`src/rtl/servo_move_queue_if.sv`:
```
// APB3 slave bus bundle for the servo move queue.
interface servo_move_queue_if;
    logic        PSEL;
    logic        PENABLE;
    logic        PWRITE;
    logic [31:0] PADDR;
    logic [31:0] PWDATA;
    logic [31:0] PRDATA;
    logic        PREADY;
    logic        PSLVERR;

    modport master (
        output PSEL, PENABLE, PWRITE, PADDR, PWDATA,
        input  PRDATA, PREADY, PSLVERR
    );

    modport slave (
        input  PSEL, PENABLE, PWRITE, PADDR, PWDATA,
        output PRDATA, PREADY, PSLVERR
    );
endinterface

```
`src/rtl/servo_move_queue.sv`:
```
// Servo move queue: APB3-loaded FIFO of (direction, periods) entries replayed as
// SET_PW_* strobes, each entry lasting a number of servo period_tick pulses.
//
// state | meaning
// IDLE  | no entry executing; head is popped when queue non-empty and not paused
// RUN   | entry executing; remain counts down on each period_tick
module servo_move_queue #(
    parameter int DEPTH = 8,
    parameter int CNT_W = 16
) (
    input  logic              PCLK,
    input  logic              PRESET,
    servo_move_queue_if.slave apb,
    input  logic              period_tick,
    output logic              cmd_forward,
    output logic              cmd_reverse,
    output logic              cmd_neutral,
    output logic              busy,
    output logic              irq_done
);
    localparam int AW = $clog2(DEPTH);
    localparam int LW = AW + 1;
    localparam logic [LW-1:0] DEPTH_L = LW'(DEPTH);

    typedef enum logic {IDLE, RUN} state_t;
    typedef struct packed {
        logic [1:0]       dir;
        logic [CNT_W-1:0] periods;
    } entry_t;

    entry_t           fifo_mem_q [DEPTH];
    entry_t           fifo_mem_d [DEPTH];
    logic [AW-1:0]    rd_ptr_q, rd_ptr_d, wr_ptr_q, wr_ptr_d;
    logic [LW-1:0]    count_q, count_d;
    state_t           state_q, state_d;
    logic [CNT_W-1:0] remain_q, remain_d;
    logic             pause_q, pause_d, overflow_q, overflow_d, bad_cmd_q, bad_cmd_d;
    logic             fwd_q, fwd_d, rev_q, rev_d, neu_q, neu_d;
    logic             irq_q, irq_d, busy_q, busy_d;
    logic [31:0]      prdata_q, prdata_d;

    logic       wr_access, rd_setup, push_req, push_ok, push_rej, bad_dir;
    logic       ctrl_wr, flush, empty, full, ending, pop;
    logic [3:0] addr;
    entry_t     head;
    logic       unused_bits;

    assign addr      = apb.PADDR[3:0];
    assign wr_access = apb.PSEL & apb.PWRITE & apb.PENABLE;
    assign rd_setup  = apb.PSEL & ~apb.PWRITE & ~apb.PENABLE;
    assign empty     = (count_q == '0);
    assign full      = (count_q == DEPTH_L);
    assign bad_dir   = (apb.PWDATA[CNT_W+1:CNT_W] == 2'b11);
    assign push_req  = wr_access && (addr == 4'h0);
    assign push_rej  = push_req && (full || bad_dir);
    assign push_ok   = push_req && !push_rej;
    assign ctrl_wr   = wr_access && (addr == 4'h8);
    assign flush     = ctrl_wr && apb.PWDATA[0];
    assign head      = fifo_mem_q[rd_ptr_q];
    assign ending    = (state_q == RUN) && period_tick && (remain_q == CNT_W'(1));
    // Pause only gates pops, so a running entry always finishes its periods.
    assign pop       = !flush && !empty && !pause_q && ((state_q == IDLE) || ending);

    assign unused_bits = ^{apb.PADDR[31:4], apb.PWDATA[31:CNT_W+2]};

    always_comb begin
        fifo_mem_d = fifo_mem_q;
        rd_ptr_d   = rd_ptr_q;
        wr_ptr_d   = wr_ptr_q;
        state_d    = state_q;
        remain_d   = remain_q;
        pause_d    = pause_q;
        overflow_d = overflow_q;
        bad_cmd_d  = bad_cmd_q;
        prdata_d   = prdata_q;
        fwd_d      = 1'b0;
        rev_d      = 1'b0;
        neu_d      = 1'b0;
        irq_d      = 1'b0;

        if (push_ok) begin
            fifo_mem_d[wr_ptr_q] = entry_t'(apb.PWDATA[CNT_W+1:0]);
            wr_ptr_d             = wr_ptr_q + AW'(1);
        end
        if (pop) rd_ptr_d = rd_ptr_q + AW'(1);
        count_d = count_q + LW'(push_ok) - LW'(pop);

        if (push_rej && full)    overflow_d = 1'b1;
        if (push_rej && bad_dir) bad_cmd_d  = 1'b1;
        if (ctrl_wr) begin
            pause_d = apb.PWDATA[1];
            if (apb.PWDATA[2]) begin
                overflow_d = 1'b0;
                bad_cmd_d  = 1'b0;
            end
        end

        if (flush) begin
            rd_ptr_d = '0;
            wr_ptr_d = '0;
            count_d  = '0;
            remain_d = '0;
            if (state_q == RUN) begin
                neu_d   = 1'b1;
                state_d = IDLE;
            end
        end else if (pop && (head.periods != '0)) begin
            remain_d = head.periods;
            state_d  = RUN;
            case (head.dir)
                2'b01:   fwd_d = 1'b1;
                2'b10:   rev_d = 1'b1;
                default: neu_d = 1'b1;
            endcase
        end else if (ending) begin
            // Also reached when the chained head is a zero-period entry.
            neu_d    = 1'b1;
            state_d  = IDLE;
            remain_d = '0;
            irq_d    = (count_d == '0);
        end else if ((state_q == RUN) && period_tick) begin
            remain_d = remain_q - CNT_W'(1);
        end

        busy_d = (state_d == RUN);

        if (rd_setup) begin
            case (addr)
                4'h4:    prdata_d = {16'h0, 8'(count_q), 2'b00, bad_cmd_q, overflow_q,
                                     pause_q, busy_q, full, empty};
                4'hC:    prdata_d = 32'(remain_q);
                default: prdata_d = 32'hFFFF_FFFF;
            endcase
        end
    end

    always_ff @(posedge PCLK) begin
        fifo_mem_q <= fifo_mem_d;
        if (PRESET) begin
            rd_ptr_q   <= '0;
            wr_ptr_q   <= '0;
            count_q    <= '0;
            state_q    <= IDLE;
            remain_q   <= '0;
            pause_q    <= 1'b0;
            overflow_q <= 1'b0;
            bad_cmd_q  <= 1'b0;
            prdata_q   <= '0;
            fwd_q      <= 1'b0;
            rev_q      <= 1'b0;
            neu_q      <= 1'b0;
            irq_q      <= 1'b0;
            busy_q     <= 1'b0;
        end else begin
            rd_ptr_q   <= rd_ptr_d;
            wr_ptr_q   <= wr_ptr_d;
            count_q    <= count_d;
            state_q    <= state_d;
            remain_q   <= remain_d;
            pause_q    <= pause_d;
            overflow_q <= overflow_d;
            bad_cmd_q  <= bad_cmd_d;
            prdata_q   <= prdata_d;
            fwd_q      <= fwd_d;
            rev_q      <= rev_d;
            neu_q      <= neu_d;
            irq_q      <= irq_d;
            busy_q     <= busy_d;
        end
    end

    assign apb.PRDATA  = prdata_q;
    assign apb.PREADY  = 1'b1;
    assign apb.PSLVERR = push_rej;
    assign cmd_forward = fwd_q;
    assign cmd_reverse = rev_q;
    assign cmd_neutral = neu_q;
    assign busy        = busy_q;
    assign irq_done    = irq_q;
endmodule

```
`src/flat_wrapper.sv`:
```
// flat-port wrapper written by rule: the top's interface ports become plain ports
module servo_move_queue_flat 
#(
    parameter int DEPTH = 8,
    parameter int CNT_W = 16
)
  (PCLK, PRESET, period_tick, cmd_forward, cmd_reverse, cmd_neutral, busy, irq_done, apb_PSEL, apb_PENABLE, apb_PWRITE, apb_PADDR, apb_PWDATA, apb_PRDATA, apb_PREADY, apb_PSLVERR);
  servo_move_queue_if apb_i ();
  input  logic PCLK;
  input  logic PRESET;
  input  logic period_tick;
  output logic cmd_forward;
  output logic cmd_reverse;
  output logic cmd_neutral;
  output logic busy;
  output logic irq_done;
  input wire logic [$bits(apb_i.PSEL)-1:0] apb_PSEL;
  input wire logic [$bits(apb_i.PENABLE)-1:0] apb_PENABLE;
  input wire logic [$bits(apb_i.PWRITE)-1:0] apb_PWRITE;
  input wire logic [$bits(apb_i.PADDR)-1:0] apb_PADDR;
  input wire logic [$bits(apb_i.PWDATA)-1:0] apb_PWDATA;
  output wire logic [$bits(apb_i.PRDATA)-1:0] apb_PRDATA;
  output wire logic [$bits(apb_i.PREADY)-1:0] apb_PREADY;
  output wire logic [$bits(apb_i.PSLVERR)-1:0] apb_PSLVERR;
  assign apb_i.PSEL = apb_PSEL;
  assign apb_i.PENABLE = apb_PENABLE;
  assign apb_i.PWRITE = apb_PWRITE;
  assign apb_i.PADDR = apb_PADDR;
  assign apb_i.PWDATA = apb_PWDATA;
  assign apb_PRDATA = apb_i.PRDATA;
  assign apb_PREADY = apb_i.PREADY;
  assign apb_PSLVERR = apb_i.PSLVERR;
  servo_move_queue #(.DEPTH(DEPTH), .CNT_W(CNT_W)) u_core (.PCLK(PCLK), .PRESET(PRESET), .apb(apb_i), .period_tick(period_tick), .cmd_forward(cmd_forward), .cmd_reverse(cmd_reverse), .cmd_neutral(cmd_neutral), .busy(busy), .irq_done(irq_done));
endmodule
```
`config.mk`:
```
export PLATFORM = sky130hd
export DESIGN_NAME = servo_move_queue_flat
export DESIGN_NICKNAME = d
export VERILOG_FILES = /design/src/rtl/servo_move_queue_if.sv /design/src/rtl/servo_move_queue.sv /design/src/flat_wrapper.sv
export SDC_FILE = /design/constraint.sdc
export NUM_CORES = 1
export LEC_CHECK = 0
export ABC_AREA = 1
export CAP_MARGIN = 15
export CORE_AREA = 2 2 145 147
export DETAILED_ROUTE_END_ITERATION = 7
export DIE_AREA = 0 0 147 149
export GPL_ROUTABILITY_DRIVEN = 0
export HOLD_SLACK_MARGIN = 0.06
export PLACE_DENSITY_LB_ADDON = 0.12
export SETUP_SLACK_MARGIN = 0.1
export SKIP_LAST_GASP = 1
export SYNTH_ARGS = -nofsm -noshare
export SYNTH_HDL_FRONTEND = slang
export SYNTH_SLANG_ARGS = --single-unit
```
`constraint.sdc`:
```
create_clock -name PCLK -period 3.42 [get_ports PCLK]
set_input_delay 0.513 -clock PCLK [delete_from_list [all_inputs] [get_ports PCLK]]
set_output_delay 0.513 -clock PCLK [all_outputs]
set_load 0.02 [all_outputs]
```
# After elaboration in Yosys (flattened, before gate mapping)
# Index checks and enable logic that the tools add are counted.
# classes
n_lt_le_gt_ge,3
n_shift,0
n_reduce_logical,30
add_sub_neg,5
bitwise,11
mul,0
div_mod_pow,0
mux,25
n_eq_ne,8
# op_table
cell,count
144-bit bitwise mux,1
32-bit one-hot mux with 2 select lines,1
18-bit binary-select mux with 3-bit select,1
18-bit demux with 3-bit select,1
18-bit two-way mux,3
16-bit two-way mux,3
16-bit by 1-bit == test with 1-bit output (second input constant),1
16-bit nonzero test,1
16-bit by 1-bit subtractor with 16-bit output (second input constant),1
1-bit two-way mux,15
1-bit logical AND,14
4-bit == test (second input constant),3
4-bit logical NOT,3
4-bit greater-or-equal comparator (second input constant),2
3-bit NOT with 4-bit output,2
3-bit by 1-bit adder with 3-bit output (second input constant),2
1-bit NOT,5
4-bit by 1-bit adder with 4-bit output,1
1-bit bitwise AND,4
2-bit == test (second input constant),2
4-bit by 3-bit == test with 1-bit output (second input constant),1
1-bit logical NOT,4
4-bit by 1-bit less-than comparator with 1-bit output (second input constant),1
2-bit OR reduction,2
7 further kinds,8
# word_totals
ff_bits,210
n_memories,0
ramBits,0
mem_bits_ro,0
latch_bits,0
input_bits,70

# Depth between registers and ports, before layout
# depth
depth_word,11
mapped_depth,20
depth_no_buf,16

# Least setup slack after synthesis
# Ideal clock, no wire load.
# synth_timing
kind,input to register
startpoint,input port apb_PADDR[0]
endpoint,"register u_core.fifo_mem_q[100] (netlist name), enable pin"
path_buffers,0
stages,7
setup_ns,0.416
required_ns,3.004
path_slack_ns,0.252
t_arrival_ns,2.752
cell_sequence,inv_1 -> nand2_1 -> nor4_1 -> nand2_1 -> inv_1 -> nand2_1 -> nor3_1
# synth_between
elab_chain_cells,5
# synth_lines
element,line_no,text
"start, declared",flat_wrapper.sv:20,input wire logic [$bits(apb_i.PADDR)-1:0] apb_PADDR;
4-bit logical NOT (*),servo_move_queue.sv:54,assign push_req = wr_access && (addr == 4'h0);
1-bit logical AND (*),servo_move_queue.sv:54,
1-bit logical AND,servo_move_queue.sv:55,assign push_rej = push_req && (full || bad_dir);
1-bit logical NOT,servo_move_queue.sv:56,assign push_ok = push_req && !push_rej;
1-bit logical AND (*),servo_move_queue.sv:56,
named net u_core.push_ok,servo_move_queue.sv:42,"logic wr_access, rd_setup, push_req, push_ok, push_rej, bad_dir;"
"end signal, assigned",servo_move_queue.sv:138,fifo_mem_q <= fifo_mem_d;
"end, declared",servo_move_queue.sv:31,entry_t fifo_mem_q [DEPTH];
# The timed path passes the listed nets; every way through them passes the cells marked *.
# A chain may end at the register's enable or synchronous reset.

# Worst setup path after layout
# layout_timing
startpoint,input port apb_PADDR[3]
endpoint,output port apb_PSLVERR
# layout_between
elab_chain_cells,3
# layout_lines
element,line_no,text
4-bit logical NOT,servo_move_queue.sv:54,
1-bit logical AND,servo_move_queue.sv:54,
1-bit logical AND,servo_move_queue.sv:55,
"end, declared",flat_wrapper.sv:24,output wire logic [$bits(apb_i.PSLVERR)-1:0] apb_PSLVERR;
# Every way passes these cells.

==> results_dict.tcl <==
set metrics [dict create \
    cts_buffer_depth 2 \
    clock_sinks 195 \
    timing.hold.ws_ns 0.467 \
    avgViaCountPerCell 4.81 \
    cts_made_buffers 17 \
    die_h_um 149 \
    synth_cell_type_count 33 \
    synth_top_area_frac 0.478 \
    rows 53 \
    die_w_um 147 \
    r2r-start "u_core.rd_ptr_q[0]" \
    wl_mm 20.5 \
    finalSetupTns_ns 0 \
    final_max_slew_viol_count 0 \
    wl_met2_mm 9.84 \
    wl_per_cell_um 15.3 \
    crit_family "buffers and inverters" \
    dr.pass1.iters 5 \
    dr_total_vias 6441 \
    ir_drop_mv 0.397 \
    yosys.cell_count.top_type "nand2_1" \
    synth-edff-count 144 \
    worst_slew_pin_slew_ns 0.896 \
    max_slew_margin 0.402 \
    status "finished, final reports clean" \
    fmax_mhz 351 \
    syn_area_sq_mm 0.00904 \
    drive_gt1_frac 0.0742 \
    maxCapViolCount 0 \
    ys_ff_latch 195 \
    avgSynthCellArea_sq_um 9.08 \
    portBuffers 65 \
    clock_latency_ns 0.44 \
    yosys-top-cells-area "edfxtp_1, nand2_1, dfxtp_1" \
    cts_setup_buffers 0 \
    clk_pin_slew_worst_paths_ns 0.08 \
    regToRegSetupSlack_ns 0.73 \
    fp.coreArea_sq_mm 0.0206 \
    cts-htree-levels 4 \
    async_flop_share 0 \
    leakage_nw 4.50 \
    cp.arrival_ns 2.33 \
    min_period_ns 2.85 \
    cts-root-buf "clkbuf_16" \
    synth.top_cells.by_count "nand2_1, edfxtp_1, inv_1" \
    final_util 0.513 \
    fin_skew_ns 0.0166 \
    critPathBufInv 5 \
    antenna_left 0 \
    finalSetupViolations 0 \
    grt_pass1_vias 5917 \
    area.growth.synth_to_final_pct 16.8 \
    hold_path_class "flop to flop" \
    crit_chain "clkdlybuf4s50_1, buf_4, nor4_1, buf_4, inv_1, nor2_1, clkdlybuf4s50_1" \
    diodes 0 \
    cp_slowest_cell "clkdlybuf4s50_1" \
    worstPathMaxFanout 5 \
    cellPowerDensity_mw_per_mm2 705 \
    hp-start "u_core.apb.PRDATA[15]" \
    seq_area_frac_synth 0.591 \
    synth_area_leader_cell "edfxtp_1" \
    grt_util_all_layers 0.193 \
    design.die.area_sq_mm 0.0219 \
    hpwlAfterDp_mm 13.1 \
    grt_pass1_wl_mm 32.2 \
    ys_warn_count 0 \
    initial_utilization 0.440 \
    whs_path_depth 2 \
    cts_hold_buf 0 \
    grt_overflow 0 \
    r2r_cells 15 \
    reg2reg_to "u_core.cmd_neutral" \
    cts_tree "built" \
    antenna_found_initial 0 \
    drt_iter0_drc 449 \
    top_layer_used "met4" \
    final_nets 1135 \
    cts_resized 0 \
    hold_viol_final 0 \
    met1_length_mm 9.79 \
    synthCells 995 \
    crit_path_start_kind "input port" \
    grt_start_max_net_pins 74 \
    critPathMaxStageDelay_ns 0.62 \
    holdPathEnd "u_core.apb.PRDATA[15]" \
    syn-num-nets 1078 \
    crit_type "input port to primary output" \
    worst_setup_path_end_kind "primary output" \
    rsz0062_at_grt "no" \
    worstPathRequired_ns 2.91 \
    synth-main-ff-cell "edfxtp_1" \
    routed-wl-met3_um 747 \
    post-route-period-util 0.833 \
    num_io_pins 109 \
    drcViolationCount 0 \
]
## how the worst max path moves through the flow
| stage | to | depth (start not counted) | slack [ns] | startpoint |
|---|---|---|---|---|
| floorplan | u_core.fifo_mem_q[100] | 7 | 0.25 | apb_PADDR[0] |
| global placement | u_core.irq_done | 13 | 0.25 | apb_PADDR[3] |
| detailed placement | u_core.irq_done | 12 | 0.22 | apb_PADDR[2] |
| CTS | apb_PSLVERR | 7 | 0.55 | apb_PADDR[3] |
| global route | u_core.irq_done | 12 | 0.43 | apb_PADDR[2] |
| finish | apb_PSLVERR | 7 | 0.57 | apb_PADDR[3] |
## registers in the layout, indices dropped and copies added, names as in the netlist
name	count
u_core.fifo_mem_q	144
u_core.apb.PRDATA	17
u_core.remain_q	16
u_core.count_q	4
u_core.rd_ptr_q	3
u_core.wr_ptr_q	3
u_core.bad_cmd_q	1
u_core.cmd_forward	1
u_core.cmd_neutral	1
u_core.cmd_reverse	1
u_core.irq_done	1
u_core.overflow_q	1
u_core.pause_q	1
u_core.state_q	1
## routing by layer
layer	vias to the layer above	track usage
met1	2970	0.263
li1	3348	-
met5	-	0
met4	0	0.0471
met2	113	0.322
met3	10	0.0355
## cells in the final DEF, fill, tap and decap left out, drive strengths merged
cell type        n
conb             1
o22ai           13
bufinv           1
nand3           75
inv            138
a21oi           45
nor3            13
a21o             1
or2              3
nand3b          15
edfxtp         144
ha              12
clkdlybuf4s50   65
fa               1
o31ai            1
o21ai           45
xor2             6
buf             29
o21bai           1
o211ai           2
nand4            6
xnor2            1
clkbuf          18
nand2          319
nor4             3
nor2            53
clkinv           3
dfxtp           51
## area by class of cell
cell class              instances  area, sq um
well taps                     275          344
flip-flops and latches        195         5350
multi-input cells             616         2900
inverters                     128          480
fillers                      1936        10000
repair buffers                 94          893
clock buffers                  18          429
clock inverters                14          161
## stage by stage
stage                     std cells  power (mW)  worst slack (ns)  cell area, sq um
after floorplan                 995        4.86             0.252              9040
after global placement         1308        5.50             0.249              9960
after detailed placement       1308        5.52             0.217              9960
after CTS                      1340        7.52             0.550             10600
after global routing           1340        7.98             0.431             10600
final                          1340        7.44             0.572             10600
## kinds of logic (layout without fill, tap and decap cells)
family / after synthesis / count (layout) / share of synthesized area
buffers and inverters: 184 / 254 / 0.0927
AND/OR/NAND/NOR: 487 / 487 / 0.227
AO/OA/AOI/OAI: 108 / 108 / 0.0630
other: 1 / 1 / 0.000415
XOR/XNOR: 7 / 7 / 0.00678
flip-flops: 195 / 195 / 0.591
adder cells (fa/ha/maj): 13 / 13 / 0.0188
## power by group
| group | switching [mW] | total (mW) | internal [mW] |
|---|---|---|---|
| logic | 1.68 | 2.60 | 0.912 |
| registers | 0.169 | 2.84 | 2.67 |
| clock network | 0.956 | 2.01 | 1.05 |
| total | 2.81 | 7.44 | 4.63 |
## worst min-delay path: stages (launching register included)
cell,delay [ns]
dfxtp_1,0.31
nand2_1,0.06
a21oi_1,0.05
(Power assumes the default switching activity.)
